$ cat src/rtl/uart_rx_fifo.sv
// uart_rx_fifo: oversampled UART receiver with configurable framing
// feeding a first-word-fall-through byte FIFO with per-entry error tags.

module uart_rx_fifo #(
  parameter int data_bits   = 8,
  parameter int parity_mode = 0,
  parameter int stop_bits   = 1,
  parameter int scaler      = 8,
  parameter int fifo_log2   = 4
) (
  input  logic               i_clk,
  input  logic               i_rst,
  input  logic [15:0]        i_div,
  input  logic               i_rx,
  output logic [7:0]         o_rdata,
  output logic [1:0]         o_rerr,
  output logic               o_rvalid,
  input  logic               i_rready,
  output logic [fifo_log2:0] o_count,
  output logic               o_overflow,
  input  logic               i_clr_ovf,
  output logic               o_busy
);

  localparam int SW    = $clog2(scaler);
  localparam int DEPTH = 1 << fifo_log2;

  typedef logic [SW-1:0]        smp_t;
  typedef logic [fifo_log2-1:0] ptr_t;
  typedef logic [fifo_log2:0]   cnt_t;

  localparam smp_t       SMP_HALF  = smp_t'(scaler / 2 - 1);
  localparam smp_t       SMP_FULL  = smp_t'(scaler - 1);
  localparam logic [2:0] LAST_DATA = 3'(data_bits - 1);
  localparam logic [2:0] LAST_STOP = 3'(stop_bits - 1);
  localparam logic       ODD       = (parity_mode == 1);
  localparam logic       HAS_PAR   = (parity_mode != 0);
  localparam cnt_t       FULL      = cnt_t'(DEPTH);

  typedef enum logic [2:0] {
    S_IDLE,
    S_START,
    S_DATA,
    S_PARITY,
    S_STOP
  } state_t;

  logic sync_q, rxs_q, prev_q;

  state_t               state_q, state_d;
  logic [15:0]          div_cnt_q, div_cnt_d;
  logic [15:0]          div_lat_q, div_lat_d;
  smp_t                 smp_cnt_q, smp_cnt_d;
  logic [2:0]           bit_cnt_q, bit_cnt_d;
  logic [data_bits-1:0] data_q, data_d;
  logic                 perr_q, perr_d;
  logic                 ferr_q, ferr_d;

  logic       tick, smp;
  logic       push;
  logic [9:0] push_word;

  logic [9:0] mem_q [DEPTH];
  logic [9:0] mem_d [DEPTH];
  ptr_t       wr_ptr_q, wr_ptr_d;
  ptr_t       rd_ptr_q, rd_ptr_d;
  cnt_t       count_q, count_d;
  logic       ovf_q, ovf_d;
  logic       pop, wr;

  // two-flop synchroniser plus previous sample for falling-edge detect
  always_ff @(posedge i_clk) begin
    if (i_rst) begin
      sync_q <= 1'b1;
      rxs_q  <= 1'b1;
      prev_q <= 1'b1;
    end else begin
      sync_q <= i_rx;
      rxs_q  <= sync_q;
      prev_q <= rxs_q;
    end
  end

  // sample tick from the latched divider, and the mid-bit sample strobe
  always_comb begin
    tick = 1'b0;
    smp  = 1'b0;
    if (state_q != S_IDLE) begin
      tick = (div_cnt_q == div_lat_q);
    end
    if (tick) begin
      smp = (smp_cnt_q == ((state_q == S_START) ? SMP_HALF : SMP_FULL));
    end
  end

  // receive FSM: next state, shift register, error flags, push strobe
  always_comb begin
    state_d   = state_q;
    div_cnt_d = div_cnt_q;
    div_lat_d = div_lat_q;
    smp_cnt_d = smp_cnt_q;
    bit_cnt_d = bit_cnt_q;
    data_d    = data_q;
    perr_d    = perr_q;
    ferr_d    = ferr_q;
    push      = 1'b0;
    push_word = {perr_q, ferr_q | ~rxs_q, 8'(data_q)};

    if (state_q != S_IDLE) begin
      div_cnt_d = tick ? 16'd0 : div_cnt_q + 16'd1;
      if (tick) begin
        smp_cnt_d = smp ? smp_t'(0) : smp_cnt_q + smp_t'(1);
      end
    end

    unique case (state_q)
      S_IDLE: begin
        div_cnt_d = 16'd0;
        smp_cnt_d = smp_t'(0);
        if (prev_q && !rxs_q) begin
          state_d   = S_START;
          div_lat_d = i_div;
          bit_cnt_d = 3'd0;
          data_d    = '0;
          perr_d    = 1'b0;
          ferr_d    = 1'b0;
        end
      end
      S_START: begin
        if (smp) begin
          state_d   = rxs_q ? S_IDLE : S_DATA;
          bit_cnt_d = 3'd0;
        end
      end
      S_DATA: begin
        if (smp) begin
          data_d = {rxs_q, data_q[data_bits-1:1]};
          if (bit_cnt_q == LAST_DATA) begin
            bit_cnt_d = 3'd0;
            state_d   = HAS_PAR ? S_PARITY : S_STOP;
          end else begin
            bit_cnt_d = bit_cnt_q + 3'd1;
          end
        end
      end
      S_PARITY: begin
        if (smp) begin
          perr_d  = ((^data_q) ^ rxs_q) != ODD;
          state_d = S_STOP;
        end
      end
      S_STOP: begin
        if (smp) begin
          ferr_d = ferr_q | ~rxs_q;
          if (bit_cnt_q == LAST_STOP) begin
            push    = 1'b1;
            state_d = S_IDLE;
          end else begin
            bit_cnt_d = bit_cnt_q + 3'd1;
          end
        end
      end
      default: state_d = S_IDLE;
    endcase
  end

  // receive FSM registers
  always_ff @(posedge i_clk) begin
    if (i_rst) begin
      state_q   <= S_IDLE;
      div_cnt_q <= 16'd0;
      div_lat_q <= 16'd0;
      smp_cnt_q <= smp_t'(0);
      bit_cnt_q <= 3'd0;
      data_q    <= '0;
      perr_q    <= 1'b0;
      ferr_q    <= 1'b0;
    end else begin
      state_q   <= state_d;
      div_cnt_q <= div_cnt_d;
      div_lat_q <= div_lat_d;
      smp_cnt_q <= smp_cnt_d;
      bit_cnt_q <= bit_cnt_d;
      data_q    <= data_d;
      perr_q    <= perr_d;
      ferr_q    <= ferr_d;
    end
  end

  // FIFO control: a pop frees the head slot so a full FIFO can still accept
  always_comb begin
    pop      = (count_q != '0) && i_rready;
    wr       = push && ((count_q != FULL) || pop);
    mem_d    = mem_q;
    wr_ptr_d = wr_ptr_q;
    rd_ptr_d = rd_ptr_q;
    count_d  = count_q + cnt_t'(wr) - cnt_t'(pop);
    ovf_d    = ovf_q;
    if (wr) begin
      mem_d[wr_ptr_q] = push_word;
      wr_ptr_d        = wr_ptr_q + ptr_t'(1);
    end
    if (pop) begin
      rd_ptr_d = rd_ptr_q + ptr_t'(1);
    end
    if (push && !wr) begin
      ovf_d = 1'b1;
    end else if (i_clr_ovf) begin
      ovf_d = 1'b0;
    end
  end

  // FIFO pointers, occupancy and sticky overflow
  always_ff @(posedge i_clk) begin
    if (i_rst) begin
      wr_ptr_q <= ptr_t'(0);
      rd_ptr_q <= ptr_t'(0);
      count_q  <= cnt_t'(0);
      ovf_q    <= 1'b0;
    end else begin
      wr_ptr_q <= wr_ptr_d;
      rd_ptr_q <= rd_ptr_d;
      count_q  <= count_d;
      ovf_q    <= ovf_d;
    end
  end

  // FIFO storage; contents are don't-care while not counted
  always_ff @(posedge i_clk) begin
    mem_q <= mem_d;
  end

  assign o_rvalid   = (count_q != '0);
  assign o_rdata    = o_rvalid ? mem_q[rd_ptr_q][7:0] : 8'd0;
  assign o_rerr     = o_rvalid ? mem_q[rd_ptr_q][9:8] : 2'd0;
  assign o_count    = count_q;
  assign o_overflow = ovf_q;
  assign o_busy     = (state_q != S_IDLE);

endmodule

$ cat config.mk
export PLATFORM = sky130hd
export DESIGN_NAME = uart_rx_fifo
export DESIGN_NICKNAME = d
export VERILOG_FILES = /design/src/rtl/uart_rx_fifo.sv
export SDC_FILE = /design/constraint.sdc
export NUM_CORES = 1
export LEC_CHECK = 0
export BUFFER_PORTS_ARGS = -buffer_cell sky130_fd_sc_hd__buf_2
export CAP_MARGIN = 40
export CORE_ASPECT_RATIO = 0.7
export CORE_MARGIN = 3
export CORE_UTILIZATION = 61
export CTS_CLUSTER_SIZE = 10
export DETAILED_ROUTE_END_ITERATION = 8
export GPL_TIMING_DRIVEN = 0
export PLACE_DENSITY_LB_ADDON = 0.25
export SKIP_LAST_GASP = 1
export SYNTH_ARGS = -nofsm -noshare
export SYNTH_HDL_FRONTEND = slang
export SYNTH_SLANG_ARGS = --single-unit
$ cat constraint.sdc
create_clock -name i_clk -period 4.5 [get_ports i_clk]
set_clock_uncertainty 0.2 [all_clocks]
set_input_delay 0.9 -clock i_clk [delete_from_list [all_inputs] [get_ports i_clk]]
set_output_delay 0.9 -clock i_clk [all_outputs]
set_load 0.005 [all_outputs]
==> results.sh <==
export IMPL_gp_congestion=0.8368
export IMPL_critical_path_class="register to output port"
export IMPL_routed_wl_um=20810
export IMPL_cp_max_fo=10
export IMPL_reg2regPathDepth=18
export IMPL_end_kind="output port"
export IMPL_r2r_start="o_count[2]"
export IMPL_drtPass1Iterations=4
export IMPL_grt_pass1_vias=5743
export IMPL_ys_seq_elements=228
export IMPL_ir_drop_v=0.0002729
export IMPL_crit_family="buffers and inverters"
export IMPL_worst_path_max_delay_cell="clkbuf_1"
export IMPL_cts_resized=0
export IMPL_cp_required_ps=3400
export IMPL_hold_depth=1
export IMPL_grt_pass1_wl_um=32920
export IMPL_antennaDiodeCount=0
export IMPL_hold_start="sync_q"
export IMPL_final_common_cell="edfxtp_1"
export IMPL_portBuffers=38
export IMPL_crit_buf_inv=3
export IMPL_drv_slew=0
export IMPL_yosysWarnings=0
export IMPL_grt_use_total_pct=25.05
export IMPL_ctsHoldBuffers=0
export IMPL_critPathLaunchType="register"
export IMPL_clock_latency_ps=520
export IMPL_dieWidth_um=155.6
export IMPL_drt_iter0_drc=545
export IMPL_min_to="rxs_q"
export IMPL_area_delta_synth_final_pct=12.80
export IMPL_critPathMaxStageDelay_ps=700
export IMPL_cts_setup_buffers=0
export IMPL_dieArea_sq_um=17220
export IMPL_setup_worst_path_start="rd_ptr_q[1]"
export IMPL_hpwl_um=13990
export IMPL_run_status="finished clean"
export IMPL_cts_buffers=26
export IMPL_tightest_slew_ps=877.1
export IMPL_coreArea_sq_um=15000
export IMPL_hold_viol_final=0
export IMPL_cts_root_buf="clkbuf_16"
export IMPL_synthFlopType="edfxtp_1"
export IMPL_maxCapViolCount=0
export IMPL_final_net_count=739
export IMPL_leakagePower_nw=4.164
export IMPL_tns_ps=0
export IMPL_synth_area_sq_um=9550
export IMPL_relSlewSlack_pct=41.53
export IMPL_synth_seq_area_share_pct=64.56
export IMPL_antenna_found_initial=1
export IMPL_min_period_ps=4181
export IMPL_antenna_left=0
export IMPL_synth_edf_count=160
export IMPL_grt_setup_unrepaired="no"
export IMPL_post_route_period_util_pct=92.90
export IMPL_powerDensity_nw_per_um2=453.3
export IMPL_finish_utilization_pct=71.82
export IMPL_r2r_slack_ps=620
export IMPL_io_pins=39
export IMPL_max_freq_mhz=239.2
export IMPL_cts_tree="done"
export IMPL_vias=5553
export IMPL_avgSynthCellArea_sq_um=15.09
export IMPL_cts_buffer_depth=3
export IMPL_rr_endpoint="o_count[4]"
export IMPL_die_y_um=110.7
export IMPL_path_cells="clkbuf_1 -> clkbuf_1 -> mux4_2 -> mux4_2 -> nor2b_1 -> buf_2"
export IMPL_grt_max_degree=20
export IMPL_htree_levels=1
export IMPL_drive_gt1_share_pct=21.25
export IMPL_grt_overflow=0
export IMPL_start_util_pct=63.67
export IMPL_avgRoutedWirePerCell_um=22.74
export IMPL_cts_sinks=228
export IMPL_crit_cells=6
export IMPL_setup_violations_final=0
export IMPL_async_flop_share_pct=0
export IMPL_remaining_drc_errors=0
export IMPL_layout_common_cells="160 x edfxtp_1, 68 x dfxtp_1, 50 x nor2_1, 50 x mux4_2, 47 x buf_2"
export IMPL_report_power_total_mw=4.883
export IMPL_drt_vias_per_instance=6.069
export IMPL_clk_pin_slew_ps=50
export IMPL_syn_nets=671
export IMPL_arrival_ps=3080
export IMPL_synth_cell_types=50
export IMPL_hold_path_class="register to register"
export IMPL_synth_cells=633
export IMPL_num_rows=37
-- flip-flops by register name, summed over array words and instances, names as in the netlist --
signal,cells
mem_q,160
div_cnt_q,16
div_lat_q,16
data_q,8
o_count,5
rd_ptr_q,4
wr_ptr_q,4
bit_cnt_q,3
smp_cnt_q,3
state_q,3
ferr_q,1
o_overflow,1
perr_q,1
prev_q,1
rxs_q,1
sync_q,1
-- cells by family (layout without fill, tap and decap cells) --
| family | Yosys count | count (layout) | synth area share (%) |
|---|---|---|---|
| flip-flops | 228 | 228 | 64.56 |
| AND/OR/NAND/NOR | 181 | 181 | 10.60 |
| multiplexers | 64 | 64 | 13.27 |
| buffers and inverters | 51 | 138 | 2.240 |
| XOR/XNOR | 47 | 47 | 4.310 |
| AO/OA/AOI/OAI | 45 | 45 | 2.712 |
| adder cells (fa/ha/maj) | 17 | 17 | 2.306 |
-- cell type report --
class | instances | area, sq um
Sequential cell | 228 | 6166
Fill cell | 941 | 4227
Multi-Input combinational cell | 354 | 3176
Clock buffer | 47 | 760.7
Tap cell | 195 | 244.0
Timing Repair Buffer | 40 | 212.7
Buffer | 31 | 138.9
Inverter | 20 | 75.07
-- metrics by stage --
stage / instance area (sq um) / instances / setup WS (ps) / hold WS [ps]
detailed placement: 10010 / 868 / 626.0 / 196.2
global placement: 9985 / 866 / 686.0 / 194.6
global route: 10770 / 915 / 207.0 / 243.8
finish: 10770 / 915 / 319.3 / 209.6
CTS: 10770 / 915 / 342.9 / 209.6
floorplan: 9550 / 633 / 1160 / 189.5
-- worst max-delay path by stage --
| stage | end |
|---|---|
| after floorplan | o_count[4] |
| after global placement | mem_q[120] |
| after detailed placement | o_count[4] |
| after CTS | o_rdata[7] |
| after global routing | o_rdata[6] |
| final | o_rdata[7] |
-- per-layer routing --
layer,GRT usage (%),routed length (um),vias to the layer above
met5,0,13,-
met4,6.297,440,2
met3,5.853,1945,36
met2,38.07,9603,244
met1,37.31,8803,2791
li1,-,-,2480
-- synthesized netlist by cell type, types with 5 or more instances --
library cell  instances  area [sq um]
clkbuf_1             18         67.56
mux2i_1              13         130.1
o21ai_0               6         30.03
mux4_2               50          1126
nand2b_1             11         68.82
edfxtp_1            160          4805
nor2_1               50         187.7
nor3_1                6         30.03
or3_1                 5         31.28
nand2_1              43         161.4
xnor2_1              22         192.7
a21oi_1              29         145.1
inv_1                20         75.07
nand3_1               5         25.02
xor2_1               25         219.0
buf_2                 9         45.04
and3_1               14         87.58
ha_1                 16         200.2
nor2b_1              17         106.4
dfxtp_1              68          1361
-- power breakdown --
part | total, mW | internal [mW] | switching (mW)
Clock | 1.91 | 1.13 | 0.779
Combinational | 0.695 | 0.310 | 0.384
Sequential | 2.28 | 2.25 | 0.0286
Total | 4.88 | 3.69 | 1.19
Note: power is estimated with default switching activity, not from simulation.
